## src/rtl/z8_bus_pkg.sv

```systemverilog
// Shared definitions for the Z8 external memory bus arbiter.
package z8_bus_pkg;

   // Sequencer states: IDLE waits for a request, ACCESS drives the memory,
   // DONE returns the one-cycle acknowledge.
   typedef enum logic [1:0] {
      ST_IDLE   = 2'd0,
      ST_ACCESS = 2'd1,
      ST_DONE   = 2'd2
   } arb_state_t;

   // Bus owner encoding, also used for last_owner.
   localparam logic OWNER_CPU = 1'b0;
   localparam logic OWNER_DMA = 1'b1;

   // Width of the wait-state counter (WAIT_STATES is 0..7).
   localparam int CNT_W = 3;

endpackage

```

## src/rtl/z8_mem_arbiter_if.sv

```systemverilog
// One requester port of the memory arbiter (CPU or DMA side).
//
// Handshake: req is a level. The requester raises req with we/addr/wdata and
// holds all four stable until it sees ack high for one cycle. On the clock
// edge that ends the ack cycle it either drops req or presents the next
// request; rdata is valid together with ack for reads and stays unchanged
// until the next read completion on this port.
interface z8_mem_arbiter_if #(
   parameter int ADDR_W = 16
);
   logic              req;
   logic              we;
   logic [ADDR_W-1:0] addr;
   logic [7:0]        wdata;
   logic              ack;
   logic [7:0]        rdata;

   // Requester side.
   modport master (
      output req, we, addr, wdata,
      input  ack, rdata
   );

   // Arbiter side.
   modport slave (
      input  req, we, addr, wdata,
      output ack, rdata
   );
endinterface

```

## src/rtl/z8_rr_select.sv

```systemverilog
// Combinational winner selection between CPU and DMA requests.
module z8_rr_select
   import z8_bus_pkg::*;
#(
   parameter int CPU_PRIORITY = 0
) (
   input  logic cpu_req,
   input  logic dma_req,
   input  logic last_owner,
   output logic valid,
   output logic winner
);

   // A lone requester always wins; on a tie either the CPU wins outright or
   // the port that was not served last wins.
   always_comb begin
      valid  = cpu_req | dma_req;
      winner = OWNER_CPU;
      if (cpu_req && dma_req) begin
         winner = (CPU_PRIORITY != 0) ? OWNER_CPU : ~last_owner;
      end else if (dma_req) begin
         winner = OWNER_DMA;
      end
   end

endmodule

```

## src/rtl/z8_mem_arbiter.sv

```systemverilog
// Two-port arbiter and sequencer for the Z8 external memory bus. Shares one
// single-access memory port between the CPU and a secondary DMA master.
module z8_mem_arbiter
   import z8_bus_pkg::*;
#(
   parameter int ADDR_W       = 16,
   parameter int WAIT_STATES  = 1,
   parameter int CPU_PRIORITY = 0
) (
   input  logic              clk,
   input  logic              reset_n,
   z8_mem_arbiter_if.slave   cpu,
   z8_mem_arbiter_if.slave   dma,
   output logic              mem_en,
   output logic              mem_we,
   output logic [ADDR_W-1:0] mem_addr,
   output logic [7:0]        mem_wdata,
   input  logic [7:0]        mem_rdata,
   output logic              busy,
   output logic              owner,
   output arb_state_t        dbg_state
);

   arb_state_t       state;
   logic [CNT_W-1:0] cnt;
   logic             last_owner;
   logic             win_valid;
   logic             winner;

   z8_rr_select #(
      .CPU_PRIORITY (CPU_PRIORITY)
   ) u_select (
      .cpu_req    (cpu.req),
      .dma_req    (dma.req),
      .last_owner (last_owner),
      .valid      (win_valid),
      .winner     (winner)
   );

   assign dbg_state = state;

   // Sequencer: latch the winning request, hold the memory for
   // WAIT_STATES+1 cycles, then pulse the winner's ack for one cycle.
   always_ff @(posedge clk or negedge reset_n) begin
      if (!reset_n) begin
         state      <= ST_IDLE;
         cnt        <= '0;
         last_owner <= OWNER_DMA;
         mem_en     <= 1'b0;
         mem_we     <= 1'b0;
         mem_addr   <= '0;
         mem_wdata  <= '0;
         busy       <= 1'b0;
         owner      <= OWNER_CPU;
         cpu.ack    <= 1'b0;
         cpu.rdata  <= '0;
         dma.ack    <= 1'b0;
         dma.rdata  <= '0;
      end else begin
         cpu.ack <= 1'b0;
         dma.ack <= 1'b0;
         case (state)
            ST_IDLE: begin
               if (win_valid) begin
                  mem_en <= 1'b1;
                  busy   <= 1'b1;
                  owner  <= winner;
                  cnt    <= CNT_W'(WAIT_STATES);
                  state  <= ST_ACCESS;
                  if (winner == OWNER_DMA) begin
                     mem_we    <= dma.we;
                     mem_addr  <= dma.addr;
                     mem_wdata <= dma.wdata;
                  end else begin
                     mem_we    <= cpu.we;
                     mem_addr  <= cpu.addr;
                     mem_wdata <= cpu.wdata;
                  end
               end else begin
                  mem_en <= 1'b0;
               end
            end
            ST_ACCESS: begin
               if (cnt != '0) begin
                  cnt <= cnt - 1'b1;
               end else begin
                  // Last access cycle: read data is valid at this edge.
                  if (!mem_we) begin
                     if (owner == OWNER_DMA) dma.rdata <= mem_rdata;
                     else                    cpu.rdata <= mem_rdata;
                  end
                  if (owner == OWNER_DMA) dma.ack <= 1'b1;
                  else                    cpu.ack <= 1'b1;
                  mem_en <= 1'b0;
                  mem_we <= 1'b0;
                  state  <= ST_DONE;
               end
            end
            ST_DONE: begin
               last_owner <= owner;
               busy       <= 1'b0;
               state      <= ST_IDLE;
            end
            default: begin
               state <= ST_IDLE;
            end
         endcase
      end
   end

endmodule

```

## src/flat_wrapper.sv

```systemverilog
// flat-port wrapper written by rule: the top's interface ports become plain ports
module z8_mem_arbiter_flat import z8_bus_pkg::*;
#(
   parameter int ADDR_W       = 16,
   parameter int WAIT_STATES  = 1,
   parameter int CPU_PRIORITY = 0
)
  (clk, reset_n, mem_en, mem_we, mem_addr, mem_wdata, mem_rdata, busy, owner, dbg_state, cpu_req, cpu_we, cpu_addr, cpu_wdata, cpu_ack, cpu_rdata, dma_req, dma_we, dma_addr, dma_wdata, dma_ack, dma_rdata);
  z8_mem_arbiter_if #(.ADDR_W(ADDR_W)) cpu_i ();
  z8_mem_arbiter_if #(.ADDR_W(ADDR_W)) dma_i ();
  input  logic clk;
  input  logic reset_n;
  output logic mem_en;
  output logic mem_we;
  output logic [ADDR_W-1:0] mem_addr;
  output logic [7:0] mem_wdata;
  input  logic [7:0] mem_rdata;
  output logic busy;
  output logic owner;
  output arb_state_t dbg_state;
  input wire logic [$bits(cpu_i.req)-1:0] cpu_req;
  input wire logic [$bits(cpu_i.we)-1:0] cpu_we;
  input wire logic [$bits(cpu_i.addr)-1:0] cpu_addr;
  input wire logic [$bits(cpu_i.wdata)-1:0] cpu_wdata;
  output wire logic [$bits(cpu_i.ack)-1:0] cpu_ack;
  output wire logic [$bits(cpu_i.rdata)-1:0] cpu_rdata;
  input wire logic [$bits(dma_i.req)-1:0] dma_req;
  input wire logic [$bits(dma_i.we)-1:0] dma_we;
  input wire logic [$bits(dma_i.addr)-1:0] dma_addr;
  input wire logic [$bits(dma_i.wdata)-1:0] dma_wdata;
  output wire logic [$bits(dma_i.ack)-1:0] dma_ack;
  output wire logic [$bits(dma_i.rdata)-1:0] dma_rdata;
  assign cpu_i.req = cpu_req;
  assign cpu_i.we = cpu_we;
  assign cpu_i.addr = cpu_addr;
  assign cpu_i.wdata = cpu_wdata;
  assign cpu_ack = cpu_i.ack;
  assign cpu_rdata = cpu_i.rdata;
  assign dma_i.req = dma_req;
  assign dma_i.we = dma_we;
  assign dma_i.addr = dma_addr;
  assign dma_i.wdata = dma_wdata;
  assign dma_ack = dma_i.ack;
  assign dma_rdata = dma_i.rdata;
  z8_mem_arbiter #(.ADDR_W(ADDR_W), .WAIT_STATES(WAIT_STATES), .CPU_PRIORITY(CPU_PRIORITY)) u_core (.clk(clk), .reset_n(reset_n), .cpu(cpu_i), .dma(dma_i), .mem_en(mem_en), .mem_we(mem_we), .mem_addr(mem_addr), .mem_wdata(mem_wdata), .mem_rdata(mem_rdata), .busy(busy), .owner(owner), .dbg_state(dbg_state));
endmodule
```

## config.mk

```make
export PLATFORM = sky130hd
export DESIGN_NAME = z8_mem_arbiter_flat
export DESIGN_NICKNAME = d
export VERILOG_FILES = /design/src/rtl/z8_bus_pkg.sv /design/src/rtl/z8_mem_arbiter_if.sv /design/src/rtl/z8_rr_select.sv /design/src/rtl/z8_mem_arbiter.sv /design/src/flat_wrapper.sv
export SDC_FILE = /design/constraint.sdc
export NUM_CORES = 1
export LEC_CHECK = 0
export ABC_AREA = 1
export BUFFER_PORTS_ARGS = -buffer_cell sky130_fd_sc_hd__buf_2
export CAP_MARGIN = 0
export CORE_MARGIN = 1.5
export CORE_UTILIZATION = 40
export DETAILED_ROUTE_END_ITERATION = 7
export PLACE_DENSITY_LB_ADDON = 0.15
export SYNTH_ARGS = -nofsm -noshare
export SYNTH_HDL_FRONTEND = slang
export SYNTH_SLANG_ARGS = --single-unit
```

## constraint.sdc

```tcl
create_clock -name clk -period 2.2 [get_ports clk]
set_input_delay 0.44 -clock clk [delete_from_list [all_inputs] [get_ports clk]]
set_output_delay 0.44 -clock clk [all_outputs]
set_load 0.05 [all_outputs]
```

==> metrics.cfg, run 1 <==
[logic_synthesis]
synth_top_area_share_pct=48.2
syn_area_sq_um=2650
yosys.area.top_type=dfrtp_1
synth_cell_type_count=20
synth_seq_cells=52
syn_avg_cell_area_sq_um=7.56
synth_edf_count=0
postSynth.asyncResetShare_pct=100
yosysMostFrequentCell=nand2_1
synth_ff_type=dfrtp_1
synth_commonest_cells=nand2_1 (132), nand3_1 (64), inv_1 (59), dfrtp_1 (51), nor2_1 (10)
ys.warnings.count=0
synth.yosys.seq_area_share_pct=49.2
netlist_top_cells_area=dfrtp_1 (48%), nand2_1 (19%), nand3_1 (12%)
synth_fp_nets=414
synthCells=350

[power]
power.switching_uw=3210
switching_share_pct=56.4
p_clk_share_pct=9.4
peakVddDrop_mv=0.976
leakage_uw=0.00204
intPower_uw=2480
totalPowerFinal_uw=5690
power_density_nw_per_um2=1720
combPwrFrac_pct=59.8
p_seq_share_pct=30.8

[routing]
vias_per_cell=4.44
drt-initial-drc-count=77
drt-total-wl_mm=5.97
final_antenna_net_count=0
via_count=2385
wl_per_cell_microns=11.1
drt-pass1-iter-count=4
drc=0

[cts]
cts_root_buffer=clkbuf_8
cts_resized=0
numCtsBuffers=5
cts_setup_buffers=0
htree_num_levels=2
clock_path_buffers=2
numClockSinks=52
clk_pin_slew_worst_paths_ns=0.08
hold_buffers=0
cts_tree=built
clk-insertion-delay-late_ns=0.30

[critical_path]
rr_worst_depth=5
required_ns=1.76
path_class=reg2out
crit_path_start_kind=flop
timing.rr.start=u_core.last_owner$_DFFE_PN1P_
regToRegSetupSlack_ns=0.77
regToRegEndpoint=u_core.mem_addr[1]$_DFFE_PN0P_
cp-end-kind=primary output
critical-path-top-delay-family=flip-flops
slowest_delay_ns=0.49
worstPathMaxFanout=6
critical_path.cell_chain=buf_2
cp.arrival_ns=1.11
crit_buf_inv=1
critPathSlowestCell=dfrtp_1

[cells_and_area]
num-fill-cells=670
final_cell_area_sq_um=3320
fin_nets=523
final_util_pct=52.0
area_growth_pct=25.3
antenna_cells=0
drive_gt1_share_pct=29.6

[min_path]
hold_class=in2async

[timing]
min_period_over_period_pct=70.4
timing.final.max_slew_violations=0
clock_skew_ns=0.00453
hold_viol=0
rsz0062_at_grt=no
clock.fmax_ghz=0.645
finalSetupViolCount=0
min_period_ns=1.55
worst_pin_slew_ns=0.595
maxSlewHeadroom_pct=60.3
tns_ns=0

[global_routing]
grt_overflow=0
grt_pass1_vias=2335
grt_pass1_wl_mm=10.7
antenna_found_initial=0
grt_max_degree=29
grt_usage_pct=18.3

[outcome]
status=finished, final reports clean

[floorplanning]
row_count=29
num_io_pins=110
dieArea_sq_um=7120
die_y_microns=84.4
die_w_microns=84.4
start_util_pct=41.5
coreArea_sq_um=6390

[placed_design]
port-buffer-count=109
dp_hpwl_mm=4.63
postPlaceCellArea_sq_um=3230
gp_congestion=0.841

[run]
drv_cap=0

==> how the worst max path moves through the flow <==
stage,to,slack (ns),cells after the start,start
after floorplan,u_core.dma.rdata[0]$_DFFE_PN0P_,0.79,5,u_core.dbg_state[0]$_DFFE_PN0P_
after global placement,u_core.mem_addr[1]$_DFFE_PN0P_,0.73,6,cpu_req
after detailed placement,u_core.mem_addr[4]$_DFFE_PN0P_,0.72,6,cpu_req
after CTS,owner,0.66,1,u_core.owner$_DFFE_PN0P_
after global routing,u_core.mem_addr[1]$_DFFE_PN0P_,0.59,5,u_core.last_owner$_DFFE_PN1P_
final,owner,0.65,1,u_core.owner$_DFFE_PN0P_
==> stage by stage <==
| step | hold slack (ns) | worst slack [ns] | std cells |
|---|---|---|---|
| floorplan | 0.144 | 0.787 | 350 |
| global placement | 0.448 | 0.732 | 529 |
| detailed placement | 0.455 | 0.724 | 529 |
| CTS | 0.143 | 0.663 | 537 |
| global route | 0.179 | 0.594 | 537 |
| finish | 0.134 | 0.650 | 537 |
==> metal layers <==
layer | wire (microns) | track usage [%] | up-vias
met4 | 36 | 3.96 | 0
met3 | 336 | 4.13 | 3
li1 | - | - | 1274
met5 | 0 | 0 | -
met2 | 2780 | 29.6 | 70
met1 | 2820 | 25.5 | 1038
==> power groups by stage <==
stage          sequential [uW]  combinational, uW  clock, uW
2_1_floorplan             3240               1190          0
3_3_place_gp              1770               3400          0
3_5_place_dp              1760               3450          0
4_1_cts                   1760               3440        560
5_1_grt                   1820               3720        598
6_report                  1750               3400        536
==> layout by cell type (no fill, tap or decap), drive strengths merged <==
cell type / count
buf: 114
nand2: 138
inv: 61
nand3: 65
clkbuf: 8
ha: 2
dfstp: 1
o21ai: 3
dfrtp: 51
nor2: 16
a21oi: 1
==> flip-flops by register name, indices dropped and copies added (netlist names), 2 cells and up <==
signal and count:
u_core.mem_addr 16, u_core.cpu.rdata 8, u_core.dma.rdata 8, u_core.mem_wdata 8, u_core.cnt 3, u_core.dbg_state 2
==> cells by family (layout without fill, tap and decap cells) <==
| logic type | after synthesis | after routing | synth area share [%] |
|---|---|---|---|
| compound gates | 4 | 4 | 0.756 |
| fa+ha+maj | 2 | 2 | 0.945 |
| buf+inv | 73 | 183 | 12.4 |
| flops | 52 | 52 | 49.2 |
| simple gates | 219 | 219 | 36.7 |
==> layout make-up <==
type                       instances  area, sq um  area share [%]
multi-input combinational        225         1020            30.7
clock buffer                       8         90.1            2.71
sequential                        52         1300            39.3
inverter                          61          229            6.90
tap                               77         96.3            2.90
timing repair buffer             114          583            17.6
Note: power is estimated with default switching activity, not from simulation.
==> run 2: changes to the inputs <==
Settings changed: ABC_AREA 1 to 0.
Clock period 2.2 ns to 1.6 ns, I/O delays scaled along.
==> run 2 against run 1 <==
  * Clock skew is 0.0012 ns lower
  * Sequential power is 33% higher
  * Sequential share of layout area increased by 1.5 points
  * Largest cell class unchanged
  * Highest routed layer unchanged
==> metrics.cfg, run 2 <==
[cts]
clk_pin_slew_worst_paths_ns=0.09
numCtsBuffers=5
clock_path_buffers=2
cts_root_buffer=clkbuf_8
cts_tree=built
hold_buffers=0
htree_num_levels=2
clk-insertion-delay-late_ns=0.30
numClockSinks=52

[global_routing]
antenna_found_initial=0
grt_pass1_vias=1635
grt_pass1_wl_mm=7.97
grt_max_degree=28
grt_usage_pct=16.2
grt_overflow=0

[critical_path]
regToRegEndpoint=u_core.dma.rdata[7]$_DFFE_PN0P_
slowest_delay_ns=0.43
critPathLaunch=u_core.cnt[0]$_DFFE_PN0P_
worstPathMaxFanout=8
crit_path_start_kind=flop
cp-end-kind=flop
rr_worst_depth=5
critPathSlowestCell=or3_4
critical_path.cell_chain=inv_2 > ha_4 > nand4bb_4 > or3_4 > mux2_4
path_class=reg2reg
required_ns=1.79
crit_end=u_core.dma.rdata[7]$_DFFE_PN0P_
cp.arrival_ns=1.79
timing.rr.start=u_core.cnt[0]$_DFFE_PN0P_
regToRegSetupSlack_ns=0.005

[logic_synthesis]
synth_xor_area_share_pct=0
synth_top_area_share_pct=54.3
synth_fp_nets=255
syn_avg_cell_area_sq_um=12.3
ys.warnings.count=0
yosysMostFrequentCell=dfrtp_1
synth-simple-area-share_pct=4.79
synth_edf_count=0
synthMuxAreaShare_pct=21.3
synthCells=191
synth_fa_ha_area_share_pct=1.06
postSynth.asyncResetShare_pct=100
synth_cell_type_count=28
synth_commonest_cells=dfrtp_1 (51), a21oi_1 (48), mux2i_1 (26), mux2_4 (16), buf_2 (7)
synth_compound_area_share_pct=13.5
netlist_top_cells_area=dfrtp_1 (54%), mux2i_1 (11%), a21oi_1 (10%)
syn_area_sq_um=2350
synth_seq_cells=52
synth.yosys.seq_area_share_pct=55.4
synth_top_family_by_area=multiplexers
yosys.area.top_type=dfrtp_1
synth_ff_type=dfrtp_1

[cells_and_area]
final_common_cell=buf_2
drive_gt1_share_pct=51.9
regMostFlops=u_core.mem_addr
area_growth_pct=36.2
final_cell_mix=buf_2 (109), a21oi_1 (48), dfrtp_1 (48)
final_util_pct=57.5
seqCellArea_sq_um=1310
largest_register_ffs=16
fin_nets=373
num-fill-cells=498
multi_input_area_sq_um=977
final_cells=382
antenna_cells=0

[timing]
worst_pin_slew_ns=0.339
clock.fmax_ghz=0.627
finalSetupViolCount=0
min_period_over_period_pct=99.7
hold_viol=0
min_period_ns=1.60
clock_skew_ns=0.00332
maxSlewHeadroom_pct=77.3
timing.final.max_slew_violations=0
rsz0062_at_grt=yes

[routing]
drt-pass1-iter-count=4
vias_per_cell=4.87
final_antenna_net_count=0
drt-total-wl_mm=5.11
drt-initial-drc-count=76
wl_per_cell_microns=13.4
drc=0
via_count=1860

[placed_design]
dp_hpwl_mm=3.73
place_inst=373
gp_congestion=0.688
port-buffer-count=109

[outcome]
status=finished, final reports clean

[min_path]
hold_class=in2async

[power]
leakage_uw=0.00166
peakVddDrop_mv=1.06
power_density_nw_per_um2=2480

[floorplanning]
coreArea_sq_um=5570
start_util_pct=42.2
dieArea_sq_um=6350
num_io_pins=110
die_w_microns=79.7
die_y_microns=79.7
row_count=27

[run]
drv_cap=0

## run 2: worst min-delay path by stage
stage / startpoint / end / slack, ns
after detailed placement: reset_n / u_core.busy$_DFFE_PN0P_ / 0.34
after global routing: reset_n / u_core.cnt[1]$_DFFE_PN0P_ / 0.03
after floorplan: reset_n / u_core.busy$_DFFE_PN0P_ / 0.02
after global placement: reset_n / u_core.busy$_DFFE_PN0P_ / 0.35
final: reset_n / u_core.busy$_DFFE_PN0P_ / 0.004
after CTS: reset_n / u_core.busy$_DFFE_PN0P_ / 0.01
## run 2: cells by family (layout without fill, tap and decap cells)
family / after synthesis / after routing
compound gates: 58 / 58
simple gates: 18 / 18
flops: 52 / 52
buf+inv: 19 / 138
fa+ha+maj: 2 / 2
mux: 42 / 42
## run 2: metal layers
metal	global-route usage [%]	vias to the layer above	wire [microns]
li1	-	911	-
met1	24.1	873	2480
met2	23.7	70	2230
met3	4.23	6	370
met4	3.16	0	37
met5	0	-	0
## run 2: what timing repair did
action	4_1_cts	5_1_grt
buffers inserted	3	0
resized for setup	6	2
pin swaps	1	0
endpoints found under the setup margin	16	16
hold endpoints to repair	0	0
## run 2: cell type report
type                    count  share of cell area [%]
clock buffers               5                    2.15
clock inverters             3                    1.33
flip-flops and latches     52                    40.8
well taps                  72                    2.81
multi-input cells         120                    30.5
inverters                   6                   0.703
repair buffers            124                    21.7
## run 2: worst max-delay path: cells and delay by family (launching register included)
| family | cells | cell delay (ns) |
|---|---|---|
| buffers and inverters | 1 | 0.08 |
| adder cells (fa/ha/maj) | 1 | 0.14 |
| flip-flops | 1 | 0.40 |
| multiplexers | 1 | 0.32 |
| AND/OR/NAND/NOR | 2 | 0.54 |
## run 2: where the power goes
part | leakage (uW) | switching (uW) | internal [uW]
sequential | 0.000592 | 354 | 1970
clock | 0.0000541 | 431 | 463
combinational | 0.00102 | 3250 | 1470
total | 0.00166 | 4030 | 3910
## run 2: stage by stage
| step | setup WS [ns] | hold WS, ns | area, sq um | TNS (ns) | total power [uW] |
|---|---|---|---|---|---|
| 2_1_floorplan | -0.0765 | 0.0244 | 2360 | -1.22 | 5790 |
| 3_3_place_gp | -0.0750 | 0.353 | 3060 | -1.15 | 6950 |
| 3_5_place_dp | -0.121 | 0.343 | 3060 | -1.87 | 7010 |
| 4_1_cts | -0.0269 | 0.0143 | 3220 | -0.349 | 8000 |
| 5_1_grt | -0.0787 | 0.0259 | 3200 | -1.12 | 8380 |
| 6_report | 0.00492 | 0.00359 | 3200 | 0 | 7940 |
